`src/rtl/reg_timer_pkg.sv`:
```
// Shared field widths, moduli, mode encodings and state enum
// for the reg_timekeeper time-of-day block.
package reg_timer_pkg;

  localparam int FIELD_W = 6;
  localparam int SEC_MAX = 60;
  localparam int MIN_MAX = 60;

  localparam logic [1:0] MODE_RUN   = 2'b00;
  localparam logic [1:0] MODE_SET_T = 2'b01;
  localparam logic [1:0] MODE_SET_A = 2'b10;

  typedef enum logic [1:0] {
    ST_RUN   = 2'd0,
    ST_SET_T = 2'd1,
    ST_SET_A = 2'd2
  } state_e;

  typedef logic [FIELD_W-1:0] field_t;

  function automatic field_t wrap_inc(
    input field_t      v,
    input int unsigned max
  );
    if (v == field_t'(max - 1)) begin
      return '0;
    end
    return v + field_t'(1);
  endfunction

endpackage

```
`src/rtl/reg_timekeeper_prescaler.sv`:
```
// Seconds prescaler: free-running modulo-TICK_DIV counter with
// restart input; tick is registered and high while count is last.
module tick_prescaler #(
  parameter int TICK_DIV = 4
) (
  input  logic clock,
  input  logic reset,
  input  logic clear,
  output logic tick
);

  localparam int CW = $clog2(TICK_DIV);
  localparam logic [CW-1:0] LAST = CW'(TICK_DIV - 1);

  logic [CW-1:0] cnt_q;
  logic [CW-1:0] cnt_d;
  logic          tick_q;
  logic          tick_d;

  always_comb begin
    cnt_d = cnt_q + 1'b1;
    if (clear || cnt_q == LAST) begin
      cnt_d = '0;
    end
    tick_d = (cnt_d == LAST);
  end

  always_ff @(posedge clock) begin
    if (reset) begin
      cnt_q  <= '0;
      tick_q <= 1'b0;
    end else begin
      cnt_q  <= cnt_d;
      tick_q <= tick_d;
    end
  end

  assign tick = tick_q;

endmodule

```
`src/rtl/reg_timekeeper.sv`:
```
// HH:MM:SS timekeeper with set modes and optional alarm.
// Alarm logic present only when REG_TIMEKEEPER_ALARM_EN is defined.
module reg_timekeeper
  import reg_timer_pkg::*;
#(
  parameter int TICK_DIV  = 4,
  parameter int HOUR_MAX  = 24,
  parameter int ALARM_LEN = 10
) (
  input  logic               clock,
  input  logic               reset,
  input  logic [1:0]         mode,
  input  logic               minute_set,
  input  logic               hour_set,
  input  logic               alarm_on,
  input  logic               alarm_ack,
  output logic               second_tick,
  output logic               day_tick,
  output logic [FIELD_W-1:0] second_data,
  output logic [FIELD_W-1:0] minute_data,
  output logic [FIELD_W-1:0] hour_data,
  output logic               alarm_active
);

  localparam field_t RING_LAST = FIELD_W'(ALARM_LEN - 1);

  state_e state_q;
  state_e state_d;

  logic   tick;
  logic   enter_t;
  logic   leave_t;
  logic   pre_clear;
  logic   run_tick;
  logic   set_t_tick;

  field_t sec_q;
  field_t sec_d;
  field_t min_q;
  field_t min_d;
  field_t hour_q;
  field_t hour_d;
  logic   day_q;
  logic   day_d;

  logic   sec_wrap;
  logic   min_wrap;
  logic   hour_wrap;

  always_comb begin
    state_d = ST_RUN;
    case (mode)
      MODE_SET_T: state_d = ST_SET_T;
`ifdef REG_TIMEKEEPER_ALARM_EN
      MODE_SET_A: state_d = ST_SET_A;
`endif
      default:    state_d = ST_RUN;
    endcase
  end

  always_ff @(posedge clock) begin
    if (reset) begin
      state_q <= ST_RUN;
    end else begin
      state_q <= state_d;
    end
  end

  assign enter_t = (state_d == ST_SET_T) &&
                   (state_q != ST_SET_T);
  assign leave_t = (state_q == ST_SET_T) &&
                   (state_d != ST_SET_T);

  // Restart on both edges of set-time so run resumes a full second.
  assign pre_clear = enter_t | leave_t;

  tick_prescaler #(
    .TICK_DIV (TICK_DIV)
  ) u_prescaler (
    .clock (clock),
    .reset (reset),
    .clear (pre_clear),
    .tick  (tick)
  );

  assign set_t_tick = tick && (state_q == ST_SET_T);
  assign run_tick   = tick && !enter_t &&
                      (state_q != ST_SET_T);

  assign sec_wrap  = (sec_q == field_t'(SEC_MAX - 1));
  assign min_wrap  = (min_q == field_t'(MIN_MAX - 1));
  assign hour_wrap = (hour_q == field_t'(HOUR_MAX - 1));

  always_comb begin
    sec_d  = sec_q;
    min_d  = min_q;
    hour_d = hour_q;
    day_d  = 1'b0;
    if (enter_t) begin
      sec_d = '0;
    end else if (set_t_tick) begin
      if (minute_set) begin
        min_d = wrap_inc(min_q, MIN_MAX);
      end
      if (hour_set) begin
        hour_d = wrap_inc(hour_q, HOUR_MAX);
      end
    end else if (run_tick) begin
      sec_d = wrap_inc(sec_q, SEC_MAX);
      if (sec_wrap) begin
        min_d = wrap_inc(min_q, MIN_MAX);
        if (min_wrap) begin
          hour_d = wrap_inc(hour_q, HOUR_MAX);
          day_d  = hour_wrap;
        end
      end
    end
  end

  always_ff @(posedge clock) begin
    if (reset) begin
      sec_q  <= '0;
      min_q  <= '0;
      hour_q <= '0;
      day_q  <= 1'b0;
    end else begin
      sec_q  <= sec_d;
      min_q  <= min_d;
      hour_q <= hour_d;
      day_q  <= day_d;
    end
  end

  assign second_tick = tick;
  assign day_tick    = day_q;
  assign second_data = sec_q;

`ifdef REG_TIMEKEEPER_ALARM_EN
  field_t amin_q;
  field_t amin_d;
  field_t ahour_q;
  field_t ahour_d;
  field_t ring_q;
  field_t ring_d;
  logic   act_q;
  logic   act_d;
  logic   match;

  always_comb begin
    amin_d  = amin_q;
    ahour_d = ahour_q;
    if (tick && state_q == ST_SET_A) begin
      if (minute_set) begin
        amin_d = wrap_inc(amin_q, MIN_MAX);
      end
      if (hour_set) begin
        ahour_d = wrap_inc(ahour_q, HOUR_MAX);
      end
    end
  end

  // Match on the tick that rolls seconds over into the alarm minute.
  assign match = run_tick && alarm_on && sec_wrap &&
                 (min_d == amin_q) && (hour_d == ahour_q);

  always_comb begin
    act_d  = act_q;
    ring_d = ring_q;
    if (match) begin
      act_d  = 1'b1;
      ring_d = '0;
    end else if (act_q) begin
      if (alarm_ack || !alarm_on) begin
        act_d = 1'b0;
      end else if (tick) begin
        if (ring_q == RING_LAST) begin
          act_d = 1'b0;
        end else begin
          ring_d = ring_q + 1'b1;
        end
      end
    end
  end

  always_ff @(posedge clock) begin
    if (reset) begin
      amin_q  <= '0;
      ahour_q <= '0;
      ring_q  <= '0;
      act_q   <= 1'b0;
    end else begin
      amin_q  <= amin_d;
      ahour_q <= ahour_d;
      ring_q  <= ring_d;
      act_q   <= act_d;
    end
  end

  assign minute_data  = (state_q == ST_SET_A) ? amin_q : min_q;
  assign hour_data    = (state_q == ST_SET_A) ? ahour_q : hour_q;
  assign alarm_active = act_q;
`else
  logic unused_alarm;

  assign unused_alarm = alarm_on ^ alarm_ack ^ (^RING_LAST);
  assign minute_data  = min_q;
  assign hour_data    = hour_q;
  assign alarm_active = 1'b0;
`endif

endmodule

```
`config.mk`:
```
export PLATFORM = sky130hd
export DESIGN_NAME = reg_timekeeper
export DESIGN_NICKNAME = d
export VERILOG_FILES = /design/src/rtl/reg_timer_pkg.sv /design/src/rtl/reg_timekeeper_prescaler.sv /design/src/rtl/reg_timekeeper.sv
export SDC_FILE = /design/constraint.sdc
export NUM_CORES = 1
export LEC_CHECK = 0
export CAP_MARGIN = 20
export CORE_UTILIZATION = 47
export DETAILED_ROUTE_END_ITERATION = 10
export PLACE_DENSITY_LB_ADDON = 0.08
export SLEW_MARGIN = 40
export SYNTH_ARGS = -nofsm -noshare
export SYNTH_HDL_FRONTEND = slang
export SYNTH_SLANG_ARGS = --single-unit
```
`constraint.sdc`:
```
create_clock -name clock -period 3.2 [get_ports clock]
set_input_delay 0.96 -clock clock [delete_from_list [all_inputs] [get_ports clock]]
set_output_delay 0.96 -clock clock [all_outputs]
set_load 0.05 [all_outputs]
```
==> impl_results.md <==
* Outcome: finished clean
* Clock sinks at 23
* Clock Tree Buf Depth at 2
* # H-tree levels at 1
* Design area at approximately 1500 um2
* Reg area at ~460 um2
* R2r endpoint: minute_data[4]
* Post-CTS sizing at 0
* Fin nets at 174
* Routed WL at 2.28 mm
* Num CTS Buffers at 3
* Final Hold Viols at 0
* All-Layer GR Usage at roughly 19%
* Setup violators final at 0
* Total grt overflow at 0
* First-pass iteration count of the detailed router at 4
* CP Class: in2reg
* DP HPWL at ~1.7 mm
* Pleak at between 0.5 and 0.6 nW
* Seq/Total Area, Yosys at between 40% and 50%
* Global routing's busiest layer: met2
* Fin Setup TNS at 0 ps
* Layout cells sized above 1 at between 8 and 9%
* Port Buffers at 25
* RSZ-0062 raised after global routing: false
* Core region area at roughly 2200 um2
* Max-Cap Viols at 0
* CTS tree: built
* Via count at 1026
* Yosys cell types at 37
* R2R Path Start: state_q[0]
* Fillers at around 190
* Asr flop ratio synth at 0%
* GRT met2 Usage at between 30% and 40%
* Reg clk slew, reported paths at approximately 120 ps
* Initial Util at between 50% and 60%
* Fmax at about 340 MHz
* EDFF count, synth at 0
* Tightest Pin Transition at about 700 ps
* Largest net degree at the start of global routing at 20
* CP Capture Type: flop
* Crit Path Max Fanout at 6
* Syn nets at 143
* Seq cells post-synth at 23
* Chip height at 51 um
* First-pass GRT wire length at roughly 3.7 mm
* Synth-to-Final Area Change at 28.6%
* R2r setup slk at between 900 and 1000 ps
* Number of global-route vias before repair at approximately 880
* Layout Skew at 2.97 ps
* Mapped cell area at 1130 um2
* Max VDD drop at between 200 and 300 uV
* Area of the multi-input gates at 616 um2
* Synth area leader: dfxtp_1
* Antenna violations before repair at 0
* Main synth FF type: dfxtp_1
* Commonest non-fill, non-tap cell in the layout: clkdlybuf4s50_1
* Fin util at between 60% and 70%
* Worst EP required at between 3000 and 4000 ps
* Met3 Use GR at around 6.3%
* GRT met1 Usage at between 20% and 30%
* Hold Path Origin: u_prescaler.cnt_q[0]
* Hold Path End: u_prescaler.cnt_q[0]
* DRC at 0
* Post-Syn Instances at 130
* Antenna diodes at 0
* Startpoint Class: primary input
* # rows at 17
* Post-DP Area at approximately 1400 um2
* Worst R2R Path Depth at 7
* Die X at approximately 51 um
* Avg Cell Area, Syn at just under 9 um2
* DRT antenna net count at 0
* DRT iter0 DRCs at 17
* Power density cells at between 300 and 400 nW/um2
* Worst path arrival time at about 3200 ps
* Worst hold path depth at 1
* Period minus WS final at between 2000 and 3000 ps
* WL per Instance at 12.1 um
* Vias per cell at approximately 5.5
* Post-synth top area share at roughly two fifths
* Hold_buf cts at 0
* Final max-slew violation count at 0
* Final Wtd Congestion at roughly 0.78
* Commonest cells after routing, fill and taps aside: 25 x clkdlybuf4s50_1, 23 x dfxtp_1, 17 x nor2_1
* Clk root buf: clkbuf_4
* Ys Warns at 0
* Synth area leaders: dfxtp_1 41%, nor2_1 5.7%, ha_1 5.5%, nand2_1 3.7%, a21oi_1 3.5%
* Final period util at roughly 90%
* Clock Latency Late Sink at approximately 310 ps
* Worst min-delay path category: reg2reg
* IO Pins at 29
* Die area at roughly 2600 um2
* # Post-CTS Setup Buffers at 0
* Headroom to the max-slew limit at a little over half
stage by stage:
step	hold slack [ps]	power, mW	worst slack, ps	instances
after CTS	460	0.487	254	188
after global placement	424	0.349	-41.6	184
after floorplan	414	0.333	393	130
after detailed placement	442	0.350	-69.3	184
final	462	0.478	238	188
after global routing	499	0.504	150	188
metal layers:
metal	vias to the layer above	part of all wire [%]	routed length [um]
li1	522	-	-
met1	481	47	1060
met2	21	48	1090
met3	2	4.7	106
met4	0	0.92	21
met5	-	0	0
report_power, final:
part           total, mW  leakage [nW]  internal, mW  switching [mW]
combinational     0.0484         0.316        0.0213          0.0271
sequential         0.296         0.186         0.291         0.00454
clock              0.134        0.0150        0.0487          0.0850
total              0.478         0.517         0.361           0.117
state kept, by name (all words and copies together), names as in the netlist:
name,cells
hour_data,6
minute_data,6
second_data,6
u_prescaler.cnt_q,2
day_tick,1
state_q,1
u_prescaler.tick,1
worst max-delay path: stages:
cell,delay (ps)
clkdlybuf4s50_1,440
nand2b_1,120
inv_1,50
ha_1,190
or3b_1,380
o31a_1,320
or2_0,250
or3b_1,360
a21oi_1,130
final cells by class:
class	count	area share [%]
Sequential cell	23	31.7
Clock buffer	4	1.81
Multi-Input combinational cell	98	42.4
Inverter	3	0.776
Timing Repair Buffer	32	20.9
Tap cell	28	2.41
Yosys cell counts (2+ instances only):
master and instances:
mux2_2 2, nor3_1 4, xor2_1 3, nor2b_1 4, buf_6 2, nand4_1 3
inv_1 3, a21oi_1 8, mux2i_1 3, ha_1 5, nand3_1 2, o21ai_0 6
or3_1 3, o41ai_1 2, nor4b_1 2, nor4_1 2, or3b_1 2, clkbuf_1 3
nand2b_1 3, nand2_1 11, or4_1 3, dfxtp_1 23, nor2_1 17
logic make-up (layout without fill, tap and decap cells):
group           Yosys count  in the layout  share of synthesized area, %
other cells               1              1                         0.332
simple gates             63             63                          30.3
buf+inv                   9             39                          4.66
flops                    23             23                          40.8
compound gates           20             20                          10.6
fa+ha+maj                 5              5                          5.54
xor+xnor                  4              4                          3.10
mux                       5              5                          4.66
how the worst max path moves through the flow:
stage,start,end,slack (ps),cells after the start
floorplan,mode[1],minute_data[4],390,9
global placement,mode[1],minute_data[4],-40,9
detailed placement,mode[1],minute_data[4],-70,9
CTS,mode[1],minute_data[4],250,9
global route,mode[1],minute_data[4],150,9
finish,mode[1],minute_data[4],240,9
No activity file was read; power rests on OpenSTA's default activity.
